==> config.mk <==
export PLATFORM = sky130hd
export DESIGN_NAME = cacheline_arbiter
export DESIGN_NICKNAME = d
export VERILOG_FILES = /design/src/rtl/cacheline_arbiter.sv
export SDC_FILE = /design/constraint.sdc
export NUM_CORES = 1
export LEC_CHECK = 0
export BUFFER_PORTS_ARGS = -buffer_cell sky130_fd_sc_hd__buf_4
export CORE_AREA = 2 2 558 560
export DETAILED_ROUTE_END_ITERATION = 7
export DIE_AREA = 0 0 560 562
export MAX_ROUTING_LAYER = met4
export PLACE_DENSITY = 0.3
export SLEW_MARGIN = 20
export SYNTH_ARGS = -nofsm -noshare
export SYNTH_HDL_FRONTEND = slang
export SYNTH_SLANG_ARGS = --single-unit
==> constraint.sdc <==
create_clock -name clk -period 4.3 [get_ports clk]
set_input_delay 1.075 -clock clk [delete_from_list [all_inputs] [get_ports clk]]
set_output_delay 1.075 -clock clk [all_outputs]
set_load 0.1 [all_outputs]
==> src/rtl/cacheline_arbiter.sv <==
// ============================================================================
// cacheline_arbiter
// ----------------------------------------------------------------------------
// Shares one physical-memory cacheline port between the instruction cache
// (read-only) and the data cache (read/write). One transaction is in flight
// at a time. When both caches request together, the grant goes to the side
// that did not win last time. All downstream request signals come from
// registers. The response is routed back to whichever side owns the
// transaction. Saturating per-requester grant counters are exported for
// performance debug.
//
// Parameters
//    LINE_W : cacheline width in bits
//    ADDR_W : address width in bits
//    CNT_W  : width of each grant counter
//
// Ports
//    clk, rst          : clock; asynchronous active-low reset
//    i_read, i_addr    : I-cache line read request (held until i_resp)
//    i_rdata, i_resp   : I-cache read data and one-cycle completion pulse
//    d_read, d_write   : D-cache line read/write request (held until d_resp)
//    d_addr, d_wdata   : D-cache line address and write line
//    d_rdata, d_resp   : D-cache read data and one-cycle completion pulse
//    pmem_read/write   : registered downstream request
//    pmem_address      : registered line-aligned address
//    pmem_wdata        : registered write line
//    pmem_rdata, resp  : downstream read data and completion pulse
//    i_grants/d_grants : saturating grant counters
// ============================================================================
module cacheline_arbiter #(
   parameter int LINE_W = 256,
   parameter int ADDR_W = 32,
   parameter int CNT_W  = 16
) (
   input  logic              clk,
   input  logic              rst,
   // I-cache side
   input  logic              i_read,
   input  logic [ADDR_W-1:0] i_addr,
   output logic [LINE_W-1:0] i_rdata,
   output logic              i_resp,
   // D-cache side
   input  logic              d_read,
   input  logic              d_write,
   input  logic [ADDR_W-1:0] d_addr,
   input  logic [LINE_W-1:0] d_wdata,
   output logic [LINE_W-1:0] d_rdata,
   output logic              d_resp,
   // Downstream cacheline adaptor side
   output logic              pmem_read,
   output logic              pmem_write,
   output logic [ADDR_W-1:0] pmem_address,
   output logic [LINE_W-1:0] pmem_wdata,
   input  logic [LINE_W-1:0] pmem_rdata,
   input  logic              pmem_resp,
   // Performance debug
   output logic [CNT_W-1:0]  i_grants,
   output logic [CNT_W-1:0]  d_grants
);

   // Number of byte-offset bits within one cacheline.
   localparam int OFFS_W = $clog2(LINE_W / 8);

   typedef enum logic [1:0] {
      ST_IDLE    = 2'd0,
      ST_SERVE_I = 2'd1,
      ST_SERVE_D = 2'd2
   } state_t;

   state_t            state_r;
   logic              last_grant_d_r;   // 1: most recent grant went to the D-cache
   logic              pmem_read_r;
   logic              pmem_write_r;
   logic [ADDR_W-1:0] pmem_address_r;
   logic [LINE_W-1:0] pmem_wdata_r;
   logic [CNT_W-1:0]  i_grants_r;
   logic [CNT_W-1:0]  d_grants_r;

   logic              pending_i_s;
   logic              pending_d_s;
   logic              grant_i_s;
   logic              grant_d_s;

   // Clears the byte-offset bits so the downstream port always sees a
   // line-aligned address.
   function automatic logic [ADDR_W-1:0] align_addr(input logic [ADDR_W-1:0] addr);
      logic [ADDR_W-1:0] mask;
      mask = {ADDR_W{1'b1}} << OFFS_W;
      return addr & mask;
   endfunction

   // Adds one to a counter, but holds it once it reaches all-ones.
   function automatic logic [CNT_W-1:0] sat_inc(input logic [CNT_W-1:0] value);
      logic [CNT_W-1:0] result;
      if (value == {CNT_W{1'b1}}) begin
         result = value;
      end else begin
         result = value + {{(CNT_W-1){1'b0}}, 1'b1};
      end
      return result;
   endfunction

   // Grant decision: grants are made only from IDLE. Under a tie, the side
   // that was not granted last time wins.
   always_comb begin
      pending_i_s = i_read;
      pending_d_s = d_read | d_write;
      grant_i_s   = 1'b0;
      grant_d_s   = 1'b0;
      if (state_r == ST_IDLE) begin
         if (pending_i_s && pending_d_s) begin
            if (last_grant_d_r) begin
               grant_i_s = 1'b1;
            end else begin
               grant_d_s = 1'b1;
            end
         end else if (pending_i_s) begin
            grant_i_s = 1'b1;
         end else if (pending_d_s) begin
            grant_d_s = 1'b1;
         end else begin
            grant_i_s = 1'b0;
            grant_d_s = 1'b0;
         end
      end else begin
         grant_i_s = 1'b0;
         grant_d_s = 1'b0;
      end
   end

   // Arbiter FSM: latches the winning request into the pmem registers,
   // keeps them stable while the transaction runs, and returns to IDLE on
   // the downstream response.
   always_ff @(posedge clk or negedge rst) begin
      if (!rst) begin
         state_r        <= ST_IDLE;
         last_grant_d_r <= 1'b1;           // first tie after reset goes to I
         pmem_read_r    <= 1'b0;
         pmem_write_r   <= 1'b0;
         pmem_address_r <= {ADDR_W{1'b0}};
         pmem_wdata_r   <= {LINE_W{1'b0}};
         i_grants_r     <= {CNT_W{1'b0}};
         d_grants_r     <= {CNT_W{1'b0}};
      end else begin
         case (state_r)
            ST_IDLE: begin
               if (grant_i_s) begin
                  pmem_read_r    <= 1'b1;
                  pmem_write_r   <= 1'b0;
                  pmem_address_r <= align_addr(i_addr);
                  pmem_wdata_r   <= {LINE_W{1'b0}};
                  last_grant_d_r <= 1'b0;
                  i_grants_r     <= sat_inc(i_grants_r);
                  state_r        <= ST_SERVE_I;
               end else if (grant_d_s) begin
                  // A simultaneous read and write is treated as a write.
                  pmem_read_r    <= ~d_write;
                  pmem_write_r   <= d_write;
                  pmem_address_r <= align_addr(d_addr);
                  pmem_wdata_r   <= d_wdata;
                  last_grant_d_r <= 1'b1;
                  d_grants_r     <= sat_inc(d_grants_r);
                  state_r        <= ST_SERVE_D;
               end else begin
                  // A stray pmem_resp while idle is ignored.
                  state_r        <= ST_IDLE;
               end
            end
            ST_SERVE_I,
            ST_SERVE_D: begin
               if (pmem_resp) begin
                  pmem_read_r  <= 1'b0;
                  pmem_write_r <= 1'b0;
                  state_r      <= ST_IDLE;
               end else begin
                  state_r      <= state_r;
               end
            end
            default: begin
               pmem_read_r  <= 1'b0;
               pmem_write_r <= 1'b0;
               state_r      <= ST_IDLE;
            end
         endcase
      end
   end

   // The response is combinational so the owner sees it in the same cycle
   // as pmem_resp. Read data is broadcast and qualified by the resp pulses.
   assign i_resp       = pmem_resp & (state_r == ST_SERVE_I);
   assign d_resp       = pmem_resp & (state_r == ST_SERVE_D);
   assign i_rdata      = pmem_rdata;
   assign d_rdata      = pmem_rdata;

   assign pmem_read    = pmem_read_r;
   assign pmem_write   = pmem_write_r;
   assign pmem_address = pmem_address_r;
   assign pmem_wdata   = pmem_wdata_r;
   assign i_grants     = i_grants_r;
   assign d_grants     = d_grants_r;

endmodule

==> run_results.csv, run 1 <==
group,metric,value,unit
placement,gp_congestion,0.712,
synth,synth_ff_type,"dfrtp_1",
cts,clk_path_buf_depth,3,
synth,synth_edf_count,0,
cts,post_cts_resized,0,
synth,yosysMostFrequentCell,"buf_4",
synth,synth_top_area_cell,"dfrtp_1",
outcome,failing_step,"detailed routing (5_2_route)",
grt,grt_max_degree,107,
cts,cts_setup_buffers,0,
cts,cts.sink_count,320,
cts,htreeDepth,2,
outcome,outcome,"did not finish",
synth,synth_top_area_share,50.1,%
synth,ys_async_sr_fraction,100,%
synth,ys_top_cells_by_area,"dfrtp_1 50%, buf_4 24%, a22o_1 14%",
floorplan,fp.dieW,560,microns
floorplan,num_rows,204,
synth,synth_cells,1389,
cts,ctsRootBufferMaster,"clkbuf_16",
floorplan,ios,1418,
outcome,error_line,"[ERROR DRT-0255] Maze Route cannot find path of net pmem_rdata[75] in worker of routeBox ( 531300 96600 ) ( 560000 144900 ).",
synth,yosysSeqAreaShare,50.3,%
floorplan,die_h,562,microns
grt,antenna_found_initial,70,
synth,synth_area,15900,sq um
placement,port_buffers,634,
cts,cts_hold_buf,0,
synth,yosysUniqueCellTypes,38,
cts,cts_buffers,52,
floorplan,initial_core_util,5.16,%
grt,grt_pass1_vias,12600,
grt,grt_overflow,0,
synth,ys_seq_elements,320,
synth,synth_common_cells,"517 x buf_4, 319 x dfrtp_1, 256 x a22o_1",
synth,avgSynthCellArea,11.5,sq um
synth,synth_warnings,0,
placement,dp_hpwl,125000,microns
grt,grt_pass1_wl,172000,microns
placement,place_inst,5605,
grt,track_usage,9.04,%
==> per-layer routing <==
metal and GRT usage (%):
met5 -, met4 3.75, met3 11.4, met2 13.2, met1 6.20
==> through the flow <==
step | util, % | instance area (sq um) | worst slack (ns)
floorplan | - | 15900 | 1.41
global placement | 7.20 | 22200 | 0.934
detailed placement | 7.20 | 22200 | 0.934
CTS | 7.80 | 24100 | 1.31
global route | 7.81 | 24100 | 1.30
==> kinds of logic after synthesis <==
| logic type | after synthesis | share of synthesized area (%) |
|---|---|---|
| adders and majority gates | 5 | 0.393 |
| AOI/OAI and AO/OA | 301 | 15.7 |
| muxes | 33 | 2.11 |
| DFF | 320 | 50.3 |
| xor gates and xnor gates | 24 | 1.32 |
| buffers and inverters | 592 | 26.4 |
| other | 1 | 0.0235 |
| and+or+nand+nor | 113 | 3.80 |
==> inputs of run 2 (changes only) <==
CORE_AREA = 2 2 549 551   (was 2 2 558 560)
DIE_AREA = 0 0 551 553   (was 0 0 560 562)
MAX_ROUTING_LAYER = default   (was met4)
PLACE_DENSITY = default   (was 0.3)
PLACE_DENSITY_LB_ADDON = 0.15   (was default)
==> run_results.csv, run 2 <==
group,metric,value,unit
outcome,outcome,"finished, final reports clean",
setup_path,rr_startpoint,"state_r[0]",
synth,synth_edf_count,0,
cells_and_area,finalNetCount,2108,
cts,cts_hold_buf,0,
power_and_ir_drop,net-switching-power,17600,uW
synth,avgSynthCellArea,11.5,sq um
cts,post_cts_resized,0,
setup_path,cp.required,3.22,ns
power_and_ir_drop,power,28200,uW
power_and_ir_drop,swShare,62.4,%
floorplan,dieArea,305000,sq um
synth,ys_async_sr_fraction,100,%
grt,antenna_found_initial,46,
synth,synth_area,15900,sq um
setup_path,r2r-end,"pmem_address[28]",
timing,slew_headroom,41.4,%
setup_path,crit_type,"reg -> out",
synth,synth_top_area_cell,"dfrtp_1",
cells_and_area,fillCellCount,34800,
power_and_ir_drop,intPower,10600,uW
power_and_ir_drop,p_clk_share,17.5,%
synth,yosysMostFrequentCell,"buf_4",
routing,drc_errors,0,
grt,grt_pass1_wl,166000,microns
setup_path,cp-end-kind,"output pin",
power_and_ir_drop,p_per_area,1190,nW/um^2
synth,synth_ff_type,"dfrtp_1",
floorplan,core,299000,sq um
timing,holdWs,0.243,ns
floorplan,die_h,553,microns
synth,synth_cells,1389,
setup_path,start_kind,"register",
placement,port_buffers,634,
synth,yosysSeqAreaShare,50.3,%
grt,track_usage,8.67,%
power_and_ir_drop,combPwrFrac,63.5,%
placement,gp_congestion,0.689,
timing,tightest_slew,0.879,ns
cts,htreeDepth,2,
synth,synth_top_area_share,50.1,%
cts,clk_pin_slew_worst_paths,0.06,ns
setup_path,reg2reg_depth,8,
cts,ctsRootBufferMaster,"clkbuf_16",
cts,cts_buffers,56,
routing,wl,136000,microns
cts,clk_path_buf_depth,3,
cts,insertion_delay,0.74,ns
synth,synth_warnings,0,
cells_and_area,postLayoutCoreUtil,7.94,%
synth,ys_seq_elements,320,
routing,drtAntennaViolNets,0,
synth,synth_common_cells,"517 x buf_4, 319 x dfrtp_1, 256 x a22o_1",
flow_run,max_cap_violations,0,
setup_path,rrSetupSlack,1.58,ns
synth,yosysUniqueCellTypes,38,
synth,ys_top_cells_by_area,"dfrtp_1 50%, buf_4 24%, a22o_1 14%",
grt,grt_pass1_vias,12700,
cells_and_area,layout-drive-gt1-share,48.3,%
timing,slew_viol_final,0,
grt,busiest_layer,"met2",
cts,cts_setup_buffers,0,
grt,grt_overflow,0,
grt,grt_util_met2,13.4,%
timing,rsz0062_at_grt,"false",
cells_and_area,final_cell_mix,"645 x buf_4, 319 x dfrtp_1, 256 x a22o_1",
routing,dr.first_iter.drc_count,370,
cells_and_area,final_area,23700,sq um
floorplan,ios,1418,
grt,met1_usage,6.58,%
timing,clock_skew,0.0263,ns
cells_and_area,largest_reg_flops,256,
routing,avgViaCountPerCell,2.04,
timing,fin_setup_tns,0,ns
placement,postPlaceCellArea,21800,sq um
grt,grtUsageMet3,9.32,%
power_and_ir_drop,seqPwrFrac,19.0,%
floorplan,num_rows,201,
timing,fin_crit,2.87,ns
routing,num_vias,11300,
grt,grt_max_degree,101,
timing,setup_viol,0,
setup_path,critPathMaxFanout,3,
floorplan,fp.dieW,551,microns
cts,cts_tree,"built",
setup_path,arrival,1.80,ns
timing,max_freq,0.348,GHz
routing,routedWlPerCell,24.6,microns
floorplan,initial_core_util,5.33,%
cells_and_area,final_common_cell,"buf_4",
power_and_ir_drop,peakVddDrop,0.776,mV
placement,dp_hpwl,112000,microns
power_and_ir_drop,p_leak,0.0101,uW
cells_and_area,area_delta_synth_final,48.9,%
cts,cts.sink_count,320,
timing,hold_violations,0,
timing,fin_crit_sh,66.8,%
routing,dr.pass1.iters,4,
worst_hold_path,hold_class,"in -> async",
## run 2: cell counts after synthesis
No cell type changed its count.
## run 2: kinds of logic after synthesis
family / Yosys count / share of synthesized area [%]
fa+ha+maj: 5 / 0.393
xor+xnor: 24 / 1.32
compound gates: 301 / 15.7
simple gates: 113 / 3.80
buf+inv: 592 / 26.4
mux: 33 / 2.11
flops: 320 / 50.3
other cells: 1 / 0.0235
## run 2: per-stage QoR
step | instances | setup WS (ns)
2_1_floorplan | 1393 | 1.41
5_1_grt | 5516 | 1.28
3_5_place_dp | 5421 | 1.18
3_3_place_gp | 5421 | 1.19
6_report | 5521 | 1.43
4_1_cts | 5516 | 1.28
## run 2: power groups by stage
stage                     Combinational, uW  Sequential [uW]  Clock, uW
after floorplan                        4680            15100          0
after global placement                18500             5390          0
after detailed placement              18500             5350          0
final                                 17900             5350       4920
after global routing                  19000             5560       5320
after CTS                             18500             5390       5290
## run 2: final cells by class
type / instances / area [sq um] / area share [%]
Sequential cell: 320 / 8010 / 33.8
Timing Repair Buffer: 657 / 5080 / 21.4
Clock buffer: 74 / 1540 / 6.49
Antenna cell: 5 / 12.5 / 0.0528
Inverter: 5 / 18.8 / 0.0791
Clock inverter: 21 / 345 / 1.46
Multi-Input combinational cell: 481 / 3760 / 15.9
Tap cell: 3958 / 4950 / 20.9
## run 2: how the worst max path moves through the flow
stage / slack [ns] / cells past startpoint / from / endpoint
floorplan: 1.41 / 1 / pmem_resp / d_resp
global placement: 1.19 / 8 / d_read / pmem_address[28]
detailed placement: 1.18 / 8 / d_read / pmem_address[28]
CTS: 1.28 / 4 / state_r[0] / d_resp
global route: 1.28 / 4 / state_r[0] / d_resp
finish: 1.43 / 4 / state_r[0] / d_resp
## run 2: per-layer routing
| layer | part of all wire (%) | wire length (microns) | vias up |
|---|---|---|---|
| met5 | 0.027 | 37 | - |
| met2 | 43 | 58800 | 973 |
| li1 | - | - | 4623 |
| met1 | 26 | 36000 | 5313 |
| met4 | 6.9 | 9340 | 6 |
| met3 | 23 | 31900 | 363 |
## run 2: critical path, stage by stage (launching register included)
cell and delay [ns]:
dfrtp_1 0.40, inv_1 0.09, ha_1 0.14, and2_1 0.15
buf_4 0.30
(Power assumes the default switching activity.)
==> inputs of run 3 (changes only) <==
CORE_AREA = 2 2 546 548   (was 2 2 549 551)
DIE_AREA = 0 0 548 550   (was 0 0 551 553)
clock period = 2.65 ns   (was 4.3 ns; I/O delays follow)
==> run_results.csv, run 3 (synthesis gave the netlist of run 2 again) <==
group,metric,value,unit
outcome,outcome,"finished, final reports clean",
cts,cts_hold_buf,1,
timing,slew_headroom,45.2,%
routing,wl,132000,microns
grt,antenna_found_initial,48,
timing,fin_crit_sh,92.2,%
power_and_ir_drop,peakVddDrop,0.727,mV
timing,setup_viol,0,
floorplan,fp.dieW,548,microns
floorplan,initial_core_util,5.39,%
cts,htreeDepth,2,
worst_hold_path,hold_class,"in -> reg",
routing,dr.pass1.iters,6,
cells_and_area,finalNetCount,2137,
cts,post_cts_resized,0,
placement,port_buffers,634,
cells_and_area,area_delta_synth_final,52.3,%
routing,routedWlPerCell,23.9,microns
power_and_ir_drop,intPower,18100,uW
floorplan,num_rows,200,
cts,cts.sink_count,320,
floorplan,core,296000,sq um
timing,fin_setup_tns,0,ns
timing,clock_skew,0.0644,ns
setup_path,cp.required,1.99,ns
floorplan,dieArea,301000,sq um
cts,insertion_delay,0.74,ns
cells_and_area,layout-drive-gt1-share,49.6,%
power_and_ir_drop,swShare,60.7,%
setup_path,startpoint,"state_r[0]",
grt,grt_max_degree,51,
setup_path,arrival,1.78,ns
routing,dr.first_iter.drc_count,460,
worst_hold_path,min-delay-start,"d_wdata[26]",
grt,grt_pass1_wl,162000,microns
cts,cts_setup_buffers,0,
grt,grt_overflow,0,
cells_and_area,final_cell_mix,"660 x buf_4, 319 x dfrtp_1, 256 x a22o_1",
cells_and_area,final_common_cell,"buf_4",
routing,num_vias,11300,
cts,cts_buffers,54,
routing,drc_errors,0,
setup_path,start_kind,"register",
timing,rsz0062_at_grt,"false",
setup_path,crit_type,"reg -> out",
power_and_ir_drop,p_leak,0.0104,uW
power_and_ir_drop,seqPwrFrac,19.1,%
placement,post-place-ws,0.225,ns
setup_path,cp-end-kind,"output pin",
setup_path,reg2reg_depth,8,
worst_hold_path,hold_depth,2,
timing,tightest_slew,0.822,ns
cts,clk_pin_slew_worst_paths,0.06,ns
timing,slew_viol_final,0,
routing,drtAntennaViolNets,0,
placement,place_inst,5432,
placement,gp_congestion,0.688,
placement,dp_hpwl,111000,microns
timing,fin_crit,2.44,ns
power_and_ir_drop,p_per_area,1900,nW/um^2
power_and_ir_drop,combPwrFrac,62.8,%
grt,grt_pass1_vias,12700,
power_and_ir_drop,net-switching-power,28000,uW
cells_and_area,largest_reg_flops,256,
floorplan,die_h,550,microns
setup_path,rr_startpoint,"state_r[0]",
flow_run,max_cap_violations,0,
timing,setup_ws,0.207,ns
timing,hold_violations,0,
setup_path,critPathMaxFanout,3,
cts,ctsRootBufferMaster,"clkbuf_16",
power_and_ir_drop,p_clk_share,18.1,%
routing,avgViaCountPerCell,2.05,
grt,track_usage,8.47,%
cts,cts_tree,"built",
floorplan,ios,1418,
timing,max_freq,0.409,GHz
cts,clk_path_buf_depth,3,
cells_and_area,fin_cells,5537,
run 3: critical path, cell delays in order (launching register included):
cell and delay [ns]:
dfrtp_1 0.40, inv_1 0.09, ha_1 0.14, and2_1 0.16
buf_4 0.31
run 3: cell type report:
| class | count | area [sq um] |
|---|---|---|
| repair buffers | 688 | 5500 |
| clock buffers | 73 | 1540 |
| multi-input cells | 481 | 3760 |
| inverters | 5 | 18.8 |
| diodes | 8 | 20.0 |
| fillers | 34300 | 271000 |
| flip-flops and latches | 320 | 8010 |
| well taps | 3939 | 4930 |
| clock inverters | 23 | 473 |
run 3: final timing paths:
path | endpoint | slack (ns)
max in group asynchronous | pmem_wdata[149] | 1.24
worst max-delay path | d_resp | 0.21
min in group asynchronous | pmem_address[7] | 0.62
worst min-delay path | pmem_wdata[26] | 0.14
worst min register to register | last_grant_d_r | 0.48
worst max register to register | pmem_address[9] | 0.46
run 3: per-layer routing:
metal | track usage (%) | routed length, microns
met1 | 7.52 | 39900
met2 | 12.9 | 57300
met3 | 7.24 | 25900
met4 | 5.25 | 8960
met5 | 0.156 | 65
run 3: power by group through the flow:
stage	logic, uW	clock network (uW)	registers [uW]
finish	29000	8360	8810
global route	30500	8990	9160
CTS	29700	8890	8890
detailed placement	29700	0	8830
global placement	29800	0	8910
floorplan	7600	0	24500
run 3: through the flow:
| stage | total power (uW) | hold slack, ns | utilization (%) | instance area, sq um |
|---|---|---|---|---|
| 2_1_floorplan | 32100 | 0.367 | - | 15900 |
| 3_3_place_gp | 38700 | 0.475 | 7.52 | 22200 |
| 3_5_place_dp | 38500 | 0.472 | 7.52 | 22200 |
| 4_1_cts | 47500 | 0.0270 | 8.20 | 24200 |
| 5_1_grt | 48600 | 0.0807 | 8.20 | 24200 |
| 6_report | 46100 | 0.141 | 8.21 | 24300 |
==> inputs of run 4 (changes only) <==
RECOVER_POWER = 50   (was default)
==> run_results.csv, run 4 (synthesis gave the netlist of run 2 again) <==
group,metric,value,unit
grt,grt_max_degree,51,
cts,cts.sink_count,320,
cts,insertion_delay,0.74,ns
grt,antenna_found_initial,48,
timing,tightest_slew,1.35,ns
floorplan,ios,1418,
cts,post_cts_resized,0,
cells_and_area,fin_cells,5537,
timing,holdWs,0.142,ns
floorplan,num_rows,200,
floorplan,initial_core_util,5.39,%
cells_and_area,fillCellCount,34300,
timing,setup_viol,0,
placement,port_buffers,634,
cts,clk_path_buf_depth,3,
grt,grt_overflow,0,
timing,hold_violations,0,
setup_path,crit_type,"reg -> out",
routing,routedWlPerCell,23.9,microns
setup_path,critPathMaxFanout,3,
grt,grt_pass1_vias,12700,
cts,cts_tree,"built",
timing,fin_crit_sh,91.6,%
cells_and_area,largest_reg_flops,256,
power_and_ir_drop,p_per_area,1910,nW/um^2
placement,place_inst,5432,
cells_and_area,final_cell_mix,"655 x buf_4, 319 x dfrtp_1, 256 x a22o_1",
setup_path,cp.required,1.99,ns
setup_path,start_kind,"register",
cells_and_area,multi_input_area,3760,sq um
cts,cts_buffers,54,
routing,wl,132000,microns
cells_and_area,finalNetCount,2137,
timing,slew_viol_final,0,
cts,clk_pin_slew_worst_paths,0.06,ns
grt,grt_pass1_wl,162000,microns
timing,slew_headroom,10.2,%
cells_and_area,postLayoutCoreUtil,8.18,%
grt,track_usage,8.47,%
routing,avgViaCountPerCell,2.05,
setup_path,arrival,1.76,ns
routing,drtAntennaViolNets,0,
cells_and_area,layout-drive-gt1-share,49.2,%
cells_and_area,regArea,8010,sq um
floorplan,dieArea,301000,sq um
power_and_ir_drop,p_leak,0.0103,uW
timing,fin_setup_tns,0,ns
routing,dr.pass1.iters,4,
cts,cts_setup_buffers,0,
placement,dp_hpwl,111000,microns
timing,fin_crit,2.43,ns
routing,drc_errors,0,
cells_and_area,final_common_cell,"buf_4",
cells_and_area,area_delta_synth_final,51.9,%
flow_run,max_cap_violations,0,
timing,max_freq,0.412,GHz
setup_path,cp-end-kind,"output pin",
outcome,outcome,"finished, final reports clean",
worst_hold_path,hold_class,"in -> reg",
routing,num_vias,11300,
timing,rsz0062_at_grt,"false",
floorplan,die_h,550,microns
cts,htreeDepth,2,
floorplan,fp.dieW,548,microns
cts,ctsRootBufferMaster,"clkbuf_16",
power_and_ir_drop,peakVddDrop,0.727,mV
placement,gp_congestion,0.688,
cts,cts_hold_buf,1,
timing,clock_skew,0.0639,ns
routing,dr.first_iter.drc_count,462,
floorplan,core,296000,sq um
[run 4: cell types whose count changed in the layout (fill, tap and decap cells not counted)]
cell	change
clkbuf_4	+1
buf_12	-3
buf_8	-1
buf_4	-5
clkbuf_2	+3
clkbuf_1	+5
[run 4: where the power goes]
part | total (uW) | switching (uW) | internal [uW]
logic | 28900 | 23100 | 5810
registers | 8800 | 1640 | 7170
clock network | 8360 | 3200 | 5150
[run 4: worst max-delay path, stage by stage (launching register included)]
cell and delay (ns):
dfrtp_1 0.40, inv_1 0.09, ha_1 0.14, and2_1 0.15
buf_4 0.30
[run 4: layout make-up]
type                    instances  share of cell area [%]
diodes                          8                  0.0828
clock buffers                  73                    6.38
well taps                    3939                    20.4
flip-flops and latches        320                    33.1
inverters                       5                  0.0776
repair buffers                688                    22.4
multi-input cells             481                    15.6
clock inverters                23                    1.96
[run 4: stage by stage]
step	setup slack [ns]	instance area, sq um	power [uW]
3_3_place_gp	0.230	22200	38700
5_1_grt	0.104	24200	48600
3_5_place_dp	0.225	22200	38500
4_1_cts	0.0829	24200	47500
2_1_floorplan	0.0810	15900	32100
6_report	0.223	24200	46100
[run 4: final timing paths]
path / start / to / slack [ns] / cells after the start
setup / recovery: state_r[0] / d_resp / 0.22 / 4
hold / removal: d_wdata[10] / pmem_wdata[10] / 0.14 / 2
setup reg to reg: state_r[0] / i_grants[11] / 0.49 / 7
hold reg to reg: last_grant_d_r / last_grant_d_r / 0.48 / 2
max in group asynchronous: rst / pmem_wdata[71] / 0.37 / 3
min in group asynchronous: rst / pmem_address[7] / 0.85 / 2
[run 4: layer usage]
layer	wire length (microns)	track usage (%)	vias up	share of wire (%)
met4	8960	5.25	4	6.8
met5	65	0.156	-	0.049
met3	26200	7.24	362	20
met2	57400	12.9	1018	43
met1	39600	7.52	5269	30
li1	-	-	4685	-
